`src/rtl/adc_avg_filter_if.sv`:
```
// Valid-qualified sample stream: used for raw ADC samples in and block averages out.
interface adc_avg_filter_if #(
    parameter int unsigned WIDTH = 12
);
    logic             valid;
    logic [WIDTH-1:0] data;

    modport master (output valid, output data);
    modport slave  (input  valid, input  data);
endinterface

```
`src/rtl/adc_avg_filter.sv`:
```
// Block-average decimator: sums 2^L valid ADC samples and emits one rounded
// (half-up) average per block as a single-cycle valid pulse.
module adc_avg_filter #(
    parameter int unsigned ADC_WIDTH    = 12,
    parameter int unsigned MAX_LOG2_LEN = 8
) (
    input  logic                  clk,
    input  logic                  rst,
    input  logic                  param_wen_i,
    input  logic [31:0]           avg_log2_len_i,
    input  logic                  avg_en_i,
    adc_avg_filter_if.slave       sample_if,
    adc_avg_filter_if.master      avg_if,
    output logic [31:0]           avg_count_o
);
    localparam int unsigned ACC_W = ADC_WIDTH + MAX_LOG2_LEN;
    localparam int unsigned LEN_W = $clog2(MAX_LOG2_LEN + 1);
    localparam int unsigned CNT_W = MAX_LOG2_LEN;

    localparam logic [1:0] IDLE  = 2'd0;
    localparam logic [1:0] ACCUM = 2'd1;
    localparam logic [1:0] DUMP  = 2'd2;

    logic [1:0]           state_q,     state_d;
    logic [LEN_W-1:0]     len_q,       len_d;
    logic [ACC_W-1:0]     acc_q,       acc_d;
    logic [CNT_W-1:0]     cnt_q,       cnt_d;
    logic [ACC_W-1:0]     final_sum_q, final_sum_d;
    logic                 avg_valid_q, avg_valid_d;
    logic [ADC_WIDTH-1:0] avg_data_q,  avg_data_d;
    logic [31:0]          avg_count_q, avg_count_d;

    logic [LEN_W-1:0]     len_clamp_c;
    logic [CNT_W:0]       blk_len_c;
    logic [CNT_W-1:0]     cnt_last_c;
    logic                 cnt_full_c;
    logic [ACC_W-1:0]     round_c;
    logic [ACC_W-1:0]     avg_full_c;
    logic [ACC_W-1:0]     sample_ext_c;

    // Requested lengths above the accumulator's headroom saturate to the max.
    assign len_clamp_c  = (avg_log2_len_i > 32'(MAX_LOG2_LEN)) ? LEN_W'(MAX_LOG2_LEN)
                                                               : LEN_W'(avg_log2_len_i);
    assign blk_len_c    = (CNT_W + 1)'(1) << len_q;
    assign cnt_last_c   = CNT_W'(blk_len_c - (CNT_W + 1)'(1));
    assign cnt_full_c   = (cnt_q == cnt_last_c);
    assign sample_ext_c = ACC_W'(sample_if.data);

    // Half-up rounding: add half an LSB of the shifted result before the shift.
    assign round_c    = (len_q == '0) ? '0 : (ACC_W'(1) << (len_q - LEN_W'(1)));
    assign avg_full_c = (final_sum_q + round_c) >> len_q;

    always_comb begin
        state_d     = state_q;
        len_d       = len_q;
        acc_d       = acc_q;
        cnt_d       = cnt_q;
        final_sum_d = final_sum_q;
        avg_valid_d = 1'b0;
        avg_data_d  = avg_data_q;
        avg_count_d = avg_count_q;

        // DUMP always publishes, regardless of enable or parameter writes.
        if (state_q == DUMP) begin
            avg_valid_d = 1'b1;
            avg_data_d  = ADC_WIDTH'(avg_full_c);
            avg_count_d = avg_count_q + 32'd1;
        end

        if (param_wen_i) begin
            len_d   = len_clamp_c;
            acc_d   = '0;
            cnt_d   = '0;
            state_d = avg_en_i ? ACCUM : IDLE;
        end else if (!avg_en_i) begin
            acc_d   = '0;
            cnt_d   = '0;
            state_d = IDLE;
        end else begin
            case (state_q)
                IDLE: begin
                    acc_d   = '0;
                    cnt_d   = '0;
                    state_d = ACCUM;
                end
                ACCUM: begin
                    if (sample_if.valid) begin
                        if (cnt_full_c) begin
                            final_sum_d = acc_q + sample_ext_c;
                            acc_d       = '0;
                            cnt_d       = '0;
                            state_d     = DUMP;
                        end else begin
                            acc_d = acc_q + sample_ext_c;
                            cnt_d = cnt_q + CNT_W'(1);
                        end
                    end
                end
                DUMP: begin
                    if (sample_if.valid) begin
                        if (len_q == '0) begin
                            final_sum_d = sample_ext_c;
                            state_d     = DUMP;
                        end else begin
                            acc_d   = sample_ext_c;
                            cnt_d   = CNT_W'(1);
                            state_d = ACCUM;
                        end
                    end else begin
                        state_d = ACCUM;
                    end
                end
                default: begin
                    acc_d   = '0;
                    cnt_d   = '0;
                    state_d = IDLE;
                end
            endcase
        end
    end

    always_ff @(posedge clk) begin
        if (rst) begin
            state_q     <= IDLE;
            len_q       <= '0;
            acc_q       <= '0;
            cnt_q       <= '0;
            final_sum_q <= '0;
            avg_valid_q <= 1'b0;
            avg_data_q  <= '0;
            avg_count_q <= '0;
        end else begin
            state_q     <= state_d;
            len_q       <= len_d;
            acc_q       <= acc_d;
            cnt_q       <= cnt_d;
            final_sum_q <= final_sum_d;
            avg_valid_q <= avg_valid_d;
            avg_data_q  <= avg_data_d;
            avg_count_q <= avg_count_d;
        end
    end

    assign avg_if.valid = avg_valid_q;
    assign avg_if.data  = avg_data_q;
    assign avg_count_o  = avg_count_q;

endmodule

```
`src/flat_wrapper.sv`:
```
// flat-port wrapper written by rule: the top's interface ports become plain ports
module adc_avg_filter_flat 
#(
    parameter int unsigned ADC_WIDTH    = 12,
    parameter int unsigned MAX_LOG2_LEN = 8
)
  (clk, rst, param_wen_i, avg_log2_len_i, avg_en_i, avg_count_o, sample_if_valid, sample_if_data, avg_if_valid, avg_if_data);
  adc_avg_filter_if #(.WIDTH((12))) sample_if_i ();
  adc_avg_filter_if #(.WIDTH((12))) avg_if_i ();
  input  logic clk;
  input  logic rst;
  input  logic param_wen_i;
  input  logic [31:0] avg_log2_len_i;
  input  logic avg_en_i;
  output logic [31:0] avg_count_o;
  input wire logic [$bits(sample_if_i.valid)-1:0] sample_if_valid;
  input wire logic [$bits(sample_if_i.data)-1:0] sample_if_data;
  output wire logic [$bits(avg_if_i.valid)-1:0] avg_if_valid;
  output wire logic [$bits(avg_if_i.data)-1:0] avg_if_data;
  assign sample_if_i.valid = sample_if_valid;
  assign sample_if_i.data = sample_if_data;
  assign avg_if_valid = avg_if_i.valid;
  assign avg_if_data = avg_if_i.data;
  adc_avg_filter #(.ADC_WIDTH(ADC_WIDTH), .MAX_LOG2_LEN(MAX_LOG2_LEN)) u_core (.clk(clk), .rst(rst), .param_wen_i(param_wen_i), .avg_log2_len_i(avg_log2_len_i), .avg_en_i(avg_en_i), .sample_if(sample_if_i), .avg_if(avg_if_i), .avg_count_o(avg_count_o));
endmodule
```
`config.mk`:
```
export PLATFORM = sky130hd
export DESIGN_NAME = adc_avg_filter_flat
export DESIGN_NICKNAME = d
export VERILOG_FILES = /design/src/rtl/adc_avg_filter_if.sv /design/src/rtl/adc_avg_filter.sv /design/src/flat_wrapper.sv
export SDC_FILE = /design/constraint.sdc
export NUM_CORES = 1
export LEC_CHECK = 0
export ABC_AREA = 1
export CORE_AREA = 3 3 151 117
export DETAILED_ROUTE_END_ITERATION = 8
export DIE_AREA = 0 0 154 120
export DONT_BUFFER_PORTS = 1
export PLACE_DENSITY = 0.55
export SLEW_MARGIN = 20
export SYNTH_ARGS = -nofsm -noshare
export SYNTH_HDL_FRONTEND = slang
export SYNTH_SLANG_ARGS = --single-unit
export TNS_END_PERCENT = 30
```
`constraint.sdc`:
```
create_clock -name clk -period 6.1 [get_ports clk]
set_input_delay 0.915 -clock clk [delete_from_list [all_inputs] [get_ports clk]]
set_output_delay 0.915 -clock clk [all_outputs]
set_load 0.05 [all_outputs]
```
### Word level (Yosys, flattened, before mapping)

Index checks and enable logic that the tools add are counted.

| storage, ports and cells | value |
|---|---|
| register bits after elaboration | 99 |
| input bits | 49 |
| logic and storage cells | 63 |
| output and inout port bits | 45 |

| cells by class | value |
|---|---|
| reductions and logical operators | 7 |
| order comparisons | 1 |
| muxes and demuxes | 26 |
| bitwise operators | 2 |
| shift-type cells | 3 |
| equal/unequal tests | 10 |
| add/subtract/negate cells | 6 |

Operators by type and width:

| operator | number |
|---|---|
| 2-to-1 mux 20 bit | 9 |
| one-hot mux 20 bit (2 select lines) | 2 |
| adder 32 x 1 -> 32 bit (second input constant) | 1 |
| > comparator 32 x 4 -> 1 bit (second input constant) | 1 |
| 2-to-1 mux 8 bit | 4 |
| adder 20 x 12 -> 20 bit | 1 |
| adder 20 bit | 1 |
| left shift 1 x 4 -> 20 bit (first input constant) | 1 |
| >> shifter 20 x 4 -> 12 bit | 1 |
| one-hot mux 8 bit (2 select lines) | 1 |
| 2-to-1 mux 2 bit | 6 |
| adder 8 x 1 -> 8 bit (second input constant) | 1 |
| == test 8 bit | 1 |
| != test 2 bit (second input constant) | 4 |
| left shift 1 x 4 -> 8 bit (first input constant) | 1 |
| subtractor 8 x 1 -> 8 bit (second input constant) | 1 |
| AND reduction 7 bit | 1 |
| one-hot mux 2 bit (3 select lines) | 1 |
| zero test 4 bit | 1 |
| 2-to-1 mux 4 bit | 1 |
| != test 4 x 3 -> 1 bit (second input constant) | 1 |
| != test 4 bit (second input constant) | 1 |
| subtractor 4 x 1 -> 4 bit (second input constant) | 1 |
| AND reduction 3 bit | 1 |
| other kinds (9) | 11 |

### Longest topological paths before layout

| logic depth | value |
|---|---|
| depth after elaboration | 8 |
| mapped depth | 23 |
| depth with buffers taken out | 23 |

### Worst setup path after synthesis

No wires, ideal clock.

| timing | value |
|---|---|
| kind | register -> register |
| start point | register u_core.len_q[0] |
| end point | register u_core.avg_data_q[9] (netlist: u_core.avg_if.data[9]) |
| setup time | 0.118 ns |
| cell stages (with the launch flop) | 23 |
| data required time | 5.982 ns |
| period minus slack after synthesis | 2.859 ns |
| arrival | 2.741 ns |
| setup slack | 3.241 ns |
| buffers on the path | 2 |
| cell sequence | dfxtp_1 > buf_2 > inv_2 > buf_1 > nor2_1 > inv_1 > nor2_1 > ha_1 > fa_1 > nand3_1 > nand3_1 > nand2_1 > nand2_1 > nand3_1 > nand3_1 > nand3_1 > nand3_1 > nand2_1 > nand2_1 > nand2_1 > nor2_1 > nor2_1 > nor2_1 |

| between the ends | value |
|---|---|
| cells in the longest elaborated chain, start to end | 5 |
| elaborated cells on any way between the ends | 6 |
| classes of those cells | add/sub (2); shift (2); mux (1); reduce/logical (1) |

RTL lines:

| element | RTL line | text |
|---|---|---|
| start, declared | adc_avg_filter.sv:25 | `logic [LEN_W-1:0] len_q, len_d;` |
| start signal, assigned | adc_avg_filter.sv:134 | `len_q <= len_d;` |
| subtractor 4 x 1 -> 4 bit | adc_avg_filter.sv:50 | `assign round_c = (len_q == '0) ? '0 : (ACC_W'(1) << (len_q - LEN_W'(1)));` |
| left shift 1 x 4 -> 20 bit | adc_avg_filter.sv:50 |  |
| 2-to-1 mux 20 bit | adc_avg_filter.sv:50 |  |
| adder 20 bit | adc_avg_filter.sv:51 | `assign avg_full_c = (final_sum_q + round_c) >> len_q;` |
| >> shifter 20 x 4 -> 12 bit * | adc_avg_filter.sv:51 |  |
| end signal, assigned | adc_avg_filter.sv:139 | `avg_data_q <= avg_data_d;` |
| end, declared | adc_avg_filter.sv:30 | `logic [ADC_WIDTH-1:0] avg_data_q, avg_data_d;` |

Every way passes the cells marked *; elsewhere a longest branch is shown, timed or not.
A chain may end at the register's enable or synchronous reset.

### Final worst setup path

| timing | value |
|---|---|
| start point | register u_core.len_q[0] |
| end point | register u_core.final_sum_q[11] |

| between the ends | value |
|---|---|
| cells in the longest elaborated chain, start to end | 5 |
| elaborated cells on any way between the ends | 7 |
| classes of those cells | add/sub (1); eq/ne (3); shift (1); reduce/logical (2) |

RTL lines:

| element | RTL line | text |
|---|---|---|
| left shift 1 x 4 -> 8 bit | adc_avg_filter.sv:44 | `assign blk_len_c = (CNT_W + 1)'(1) << len_q;` |
| subtractor 8 x 1 -> 8 bit | adc_avg_filter.sv:45 | `assign cnt_last_c = CNT_W'(blk_len_c - (CNT_W + 1)'(1));` |
| == test 8 bit | adc_avg_filter.sv:46 | `assign cnt_full_c = (cnt_q == cnt_last_c);` |
| != test 2 x 1 -> 1 bit (no line) | -- |  |
| AND reduction 7 bit (no line) * | -- |  |
| end signal, assigned | adc_avg_filter.sv:137 | `final_sum_q <= final_sum_d;` |
| end, declared | adc_avg_filter.sv:28 | `logic [ACC_W-1:0] final_sum_q, final_sum_d;` |

Marked as above.

==> results.json <==
{
  "status": "completed",
  "min_period_ns": 4.03,
  "nNetsFinal": 1227,
  "drv_slew": 0,
  "grt_pass1_wl_um": 35200,
  "yosysTopAreaCellShare": 0.273,
  "rows": 41,
  "hold_start": "u_core.final_sum_q[9]",
  "combPwrFrac": 0.100,
  "synth_top_family_by_area": "simple AND/OR/NAND/NOR gates",
  "finalWirelength_um": 21800,
  "synthCells": 1169,
  "path_clk_slew_ns": 0.07,
  "antenna_cells": 0,
  "critical-path-slowest-cell": "dfxtp_1",
  "firstDrtPassIters": 6,
  "overflow": 0,
  "clockRootBuffer": "clkbuf_16",
  "hold_violations": 0,
  "sequentialPowerShare": 0.482,
  "cts.htree.levels": 3,
  "vias_per_cell": 5.40,
  "p_sw_frac": 0.287,
  "place.gp.congestion": 0.958,
  "antenna_found_initial": 0,
  "peakVddDrop_uv": 120,
  "critPathKind": "reg2reg",
  "hold_class": "reg2reg",
  "fin_ws_ns": 2.07,
  "synth-compound-area-share": 0.127,
  "post_cts_resized": 0,
  "setup_viol": 0,
  "synth_edf_count": 0,
  "async_reset_ff_frac": 0,
  "yosys-mux-area-fraction": 0,
  "die_area_sq_mm": 0.0185,
  "finalClockSkew_ns": 0.0117,
  "syn-num-nets": 1255,
  "path_cells": "inv_2, nor2_1, inv_1, nor2_1, inv_1, ha_1, xor2_1, nand4_1, nor3_1, nand4_2, nand2_2, nand2_1, a21o_1, a21oi_1",
  "routed-wl-met2_um": 8040,
  "synth_seq_area_share": 0.273,
  "synth.largest_area_cell": "dfxtp_1",
  "core_sq_mm": 0.0165,
  "synth_fa_ha_area_frac": 0.0658,
  "final_cell_area_sq_mm": 0.00767,
  "required_ns": 6.39,
  "p_leak_nw": 3.25,
  "ys_types": 44,
  "grt_max_degree": 47,
  "vias": 7356,
  "route.detailed.drc": 0,
  "synthTopCellsByArea": "dfxtp_1 27%, nand2_1 17%, nand3_1 9.9%",
  "relSlewSlack": 0.390,
  "hpwlAfterDp_um": 16700,
  "cts_tree": "yes",
  "die_w_um": 154,
  "worst_pin_slew_ns": 0.909,
  "ys_warn_count": 0,
  "numCtsBuffers": 9,
  "top_layer": "met4",
  "internal_power_mw": 0.990,
  "p_clk_frac": 0.418,
  "synth-simple-area-share": 0.386,
  "synth_xor_area_frac": 0.0567,
  "syn-cell-area_sq_mm": 0.00726,
  "cp_num_buf_inv": 3,
  "clockBufferDepth": 2,
  "start_util": 0.441,
  "crit_family": "simple AND/OR/NAND/NOR gates",
  "area_growth_pct": 5.57,
  "grt_pass1_vias": 6500,
  "period_share": 0.661,
  "synth_ff_type": "dfxtp_1",
  "rr_startpoint": "u_core.len_q[0]",
  "grt_setup_unrepaired": "no",
  "drt_iter0_markers": 611,
  "fmax_mhz": 248,
  "placed_area_sq_mm": 0.00737,
  "r2r_setup_slack_ns": 2.07,
  "die_h_um": 120,
  "critPathMaxStageDelay_ns": 0.86,
  "power.density_mw_per_mm2": 181,
  "syn_avg_cell_area_sq_um": 6.21,
  "post-place-ws_ns": 2.04,
  "cp-end-kind": "register",
  "switchingPower_mw": 0.398,
  "wire_per_inst_um": 16.0,
  "critical_path_arrival_ns": 4.32,
  "crit_path_max_fanout": 25,
  "ios": 94,
  "wl_met1_um": 11800,
  "port_buffers": 0,
  "crit_start": "u_core.len_q[0]",
  "postRouteAntennaNets": 0,
  "fillCellCount": 1795,
  "post-cts-setup-buffers": 0,
  "maxCapViolations": 0,
  "cts_sinks": 99,
  "setup_tns_ns": 0,
  "met3_length_um": 1780,
  "cts_hold_buf": 0,
  "drive_gt1_frac": 0.0340,
  "synth-seq-cells": 99,
  "grt_use_total": 0.235,
  "critPathLaunchType": "register",
  "insertion_delay_ns": 0.36
}
[worst paths after layout]
check / depth (start not counted) / end
max: 14 / u_core.final_sum_q[11]
min: 2 / u_core.final_sum_q[9]
max reg2reg: 14 / u_core.final_sum_q[11]
min reg2reg: 2 / u_core.final_sum_q[9]
[cells in the final DEF, fill, tap and decap left out, types with 2 or more instances in the layout]
master     count
nand2_1      322
or2_2          4
a31oi_1       18
clkinv_4       2
a21o_1         3
nor3_1        24
a22oi_1        2
nand3_1      143
a211oi_1       3
nor4_1        13
clkbuf_16      9
inv_2          4
buf_4          2
nand3b_1       5
nand4_1       22
o21bai_1       2
a21oi_1       88
inv_1        122
o21ai_0       44
inv_6          3
o21a_1         2
ha_1          34
nor2_1       100
nor2_2         5
o21ai_1        2
dfxtp_1       99
fa_1           2
xor2_1        34
nand2_2        2
nor2_4         2
xnor2_1       13
[stage by stage]
step	utilization	power [mW]	hold slack, ns	cells
2_1_floorplan	-	0.795	0.441	1169
3_3_place_gp	0.448	0.823	0.448	1345
3_5_place_dp	0.448	0.822	0.455	1345
4_1_cts	0.465	1.40	0.467	1361
5_1_grt	0.466	1.45	0.485	1361
6_report	0.466	1.39	0.468	1361
[layer usage]
metal	vias to the layer above	track usage
met5	-	0
met4	0	0.0452
met3	17	0.0634
met2	236	0.299
met1	3302	0.383
li1	3801	-
[state kept, by name, indices dropped and copies added, names as in the netlist]
register,flops
u_core.avg_count_o,32
u_core.acc_q,20
u_core.final_sum_q,20
u_core.avg_if.data,12
u_core.cnt_q,8
u_core.len_q,4
u_core.state_q,2
u_core.avg_if.valid,1
[cell type report]
cell class,count,area [sq um],share of cell area
clock buffer,10,239,0.0312
tap,215,269,0.0351
sequential,99,1980,0.259
multi-input combinational,902,4630,0.604
inverter,127,477,0.0622
clock inverter,6,55.1,0.00718
timing repair buffer,2,15.0,0.00196
[worst register-to-register path, cell delays in order, from the launching register on]
cell	delay, ns
dfxtp_1	0.86
inv_2	0.33
nor2_1	0.25
inv_1	0.12
nor2_1	0.14
inv_1	0.06
ha_1	0.28
xor2_1	0.14
nand4_1	0.09
nor3_1	0.18
nand4_2	0.15
nand2_2	0.37
nand2_1	0.56
a21o_1	0.33
a21oi_1	0.11
[cells in the mapped netlist, types with 5 or more instances]
cell	n
nand3b_1	5
xor2_1	34
nor2_1	100
nand2_1	323
nand4_1	22
nand3_1	143
nor4_1	13
a31oi_1	18
ha_1	35
nor2_2	5
inv_1	122
o21ai_0	44
buf_2	8
buf_1	7
xnor2_1	13
clkbuf_1	22
dfxtp_1	99
nor3_1	24
a21oi_1	88
[power by group through the flow]
stage          Clock [mW]  Sequential (mW)  Combinational [mW]
3_3_place_gp            0            0.684               0.138
6_report            0.579            0.669               0.139
2_1_floorplan           0            0.679               0.116
3_5_place_dp            0            0.684               0.138
4_1_cts             0.596            0.669               0.139
5_1_grt             0.622            0.670               0.158
[logic make-up (layout without fill, tap and decap cells)]
family          count (synthesis)  count (layout)
fa+ha+maj                      37              37
flops                          99              99
compound gates                170             170
buf+inv                       168             145
xor+xnor                       47              47
simple gates                  647             647
other cells                     1               1
(Power assumes the default switching activity.)
==> variant: new RTL, same flow settings <==
Add an input register stage for `avg_log2_len_i`, with the module's reset; this delays it by one clock. The other inputs are not delayed to match.
--- a/src/rtl/adc_avg_filter.sv
+++ b/src/rtl/adc_avg_filter.sv
@@ -23,2 +23,12 @@
 
+    logic [31:0] avg_log2_len_q;
+
+    always_ff @(posedge clk) begin
+        if (rst) begin
+            avg_log2_len_q <= '0;
+        end else begin
+            avg_log2_len_q <= avg_log2_len_i;
+        end
+    end
+
     logic [1:0]           state_q,     state_d;
@@ -41,4 +51,4 @@
     // Requested lengths above the accumulator's headroom saturate to the max.
-    assign len_clamp_c  = (avg_log2_len_i > 32'(MAX_LOG2_LEN)) ? LEN_W'(MAX_LOG2_LEN)
-                                                               : LEN_W'(avg_log2_len_i);
+    assign len_clamp_c  = (avg_log2_len_q > 32'(MAX_LOG2_LEN)) ? LEN_W'(MAX_LOG2_LEN)
+                                                               : LEN_W'(avg_log2_len_q);
     assign blk_len_c    = (CNT_W + 1)'(1) << len_q;
Function: changed (Yosys sat finds a counterexample within 4 cycles, from zero or initial values and one cycle with rst high).
==> variant against the original RTL <==
Die area unchanged; total power increased by 52%; sequential cell count increased by 32; maximum frequency increased by 20%; hold slack improved by 0.0011 ns; setup slack improved by 0.68 ns; area after synthesis increased by 13%; design area increased by 16%; routed wire length increased by 5.1%.
==> variant: results (changes against the original RTL) <==
worst_setup_path:
  arrival_ns: 3.68  # -0.64 ns
  cp-endpoint: "u_core.avg_if.data[8]"
  path_max_fanout: 20  # -20%
  critical_path.slowest_cell: "inv_1"
  cp_slowest_stage_delay_ns: 0.45  # -0.41 ns
  reg2regPathDepth: 20  # +6
  r2r_slack_ns: 2.75  # +0.68 ns
  critPathTopFamily: "simple AND/OR/NAND/NOR gates"
finish:
  inverters: 156  # +23%
  fin_cells: 1461  # +7.3%
  seq_share_pct: 29.5  # +3.6 points
  signal_buffers: 5  # +3
  finalNetCount: 1319  # +7.5%
  multi_input_gates: 922  # +2.2%
  drive_above_1_share_pct: 5.06  # +1.7 points
  fin_util_pct: 54.0  # +7.4 points
  nFlopsAndLatches: 131  # +32%
  nonClkBufAreaFrac_pct: 0.422  # +0.23 points
  clkCellAreaFrac_pct: 6.84  # +3.0 points
  multi_input_area_sq_um: 4770  # +3.0%
  final.fill_count: 1663  # -7.4%
placed_design:
  dp_hpwl_microns: 17200  # +3.0%
  place.gp.congestion: 0.925  # -3.5%
  dp_slack_ns: 2.79  # +0.742 ns
  dp_cells: 1429  # +6.2%
  place_area_sq_um: 8280  # +12%
clocking:
  cts_buffers: 17  # +8
  clk_latency_ns: 0.43  # +0.07 ns
  cts.root.buffer_cell: "clkbuf_16"
  post_cts_buffers: 0  # unchanged
  htree_levels: 4  # +1
  path_clk_slew_ns: 0.07  # about the same
routing:
  drt_iter0_markers: 774  # +27%
  drtPass1Iterations: 5  # -1
  routed_wl_microns: 22900  # +5.1%
  vias: 7869  # +7.0%
  drcViolationCount: 0  # unchanged
worst_hold_path:
  holdPathEnd: "u_core.acc_q[19]"
  min-delay-start: "u_core.acc_q[19]"
timing:
  hold_ws_ns: 0.469  # +0.00107 ns
  clock_skew_ns: 0.0111  # -0.000573 ns
  timing.final.crit_period_ns: 3.35  # -0.680 ns
  max-slew-margin-rel_pct: 26.6  # -12 points
logic_synthesis:
  ys_types: 46  # +4.5%
  ys_top_cells_by_count: "nand2_1 (315), inv_1 (152), nor2_1 (137), dfxtp_1 (131), nand3_1 (130)"
  postSynthCellCount: 1252  # +7.1%
  ys_seq_area_share_pct: 32.1  # +4.8 points
  synthTopCellsByArea: "dfxtp_1 (32%), nand2_1 (14%), nand3_1 (8.0%)"
power_and_ir_drop:
  ir_drop_mv: 0.206  # +72%
  netSwitchingFraction_pct: 29.4  # +0.78 points
  power_density_nw_per_um2: 236  # +31%
  leakagePower_uw: 0.00396  # +22%
grt:
  grt_max_degree: 81  # +72%
  grt_pass1_vias: 7186  # +11%
  grt_pass1_wl_microns: 38200  # +8.6%
  track_usage_pct: 25.4  # +1.9 points
outcome:
  status: "finished, final reports clean"
[variant: power by group through the flow]
stage | Combinational [uW] | Clock [uW] | Sequential, uW
after floorplan | 141 | 0 | 914
after global placement | 173 | 0 | 916
after detailed placement | 172 | 0 | 916
after CTS | 173 | 1050 | 897
after global routing | 197 | 1090 | 898
final | 174 | 1030 | 897
[variant: cells by family (layout without fill, tap and decap cells)]
family | count (synthesis) | in the layout | share of synthesized area, %
flops | 131 | 131 | 32.1
fa+ha+maj | 37 | 37 | 5.85
other cells | 1 | 1 | 0.0459
simple gates | 666 | 666 | 35.4
buf+inv | 199 | 193 | 9.64
xor+xnor | 47 | 47 | 5.13
compound gates | 171 | 171 | 11.9
[variant: routing by layer]
layer | part of all wire (%) | wire [microns] | global-route usage (%)
met1 | 53 | 12000 | 40.9
met2 | 39 | 8890 | 33.8
met3 | 7.8 | 1790 | 5.55
met4 | 0.89 | 204 | 5.52
met5 | 0 | 0 | 0
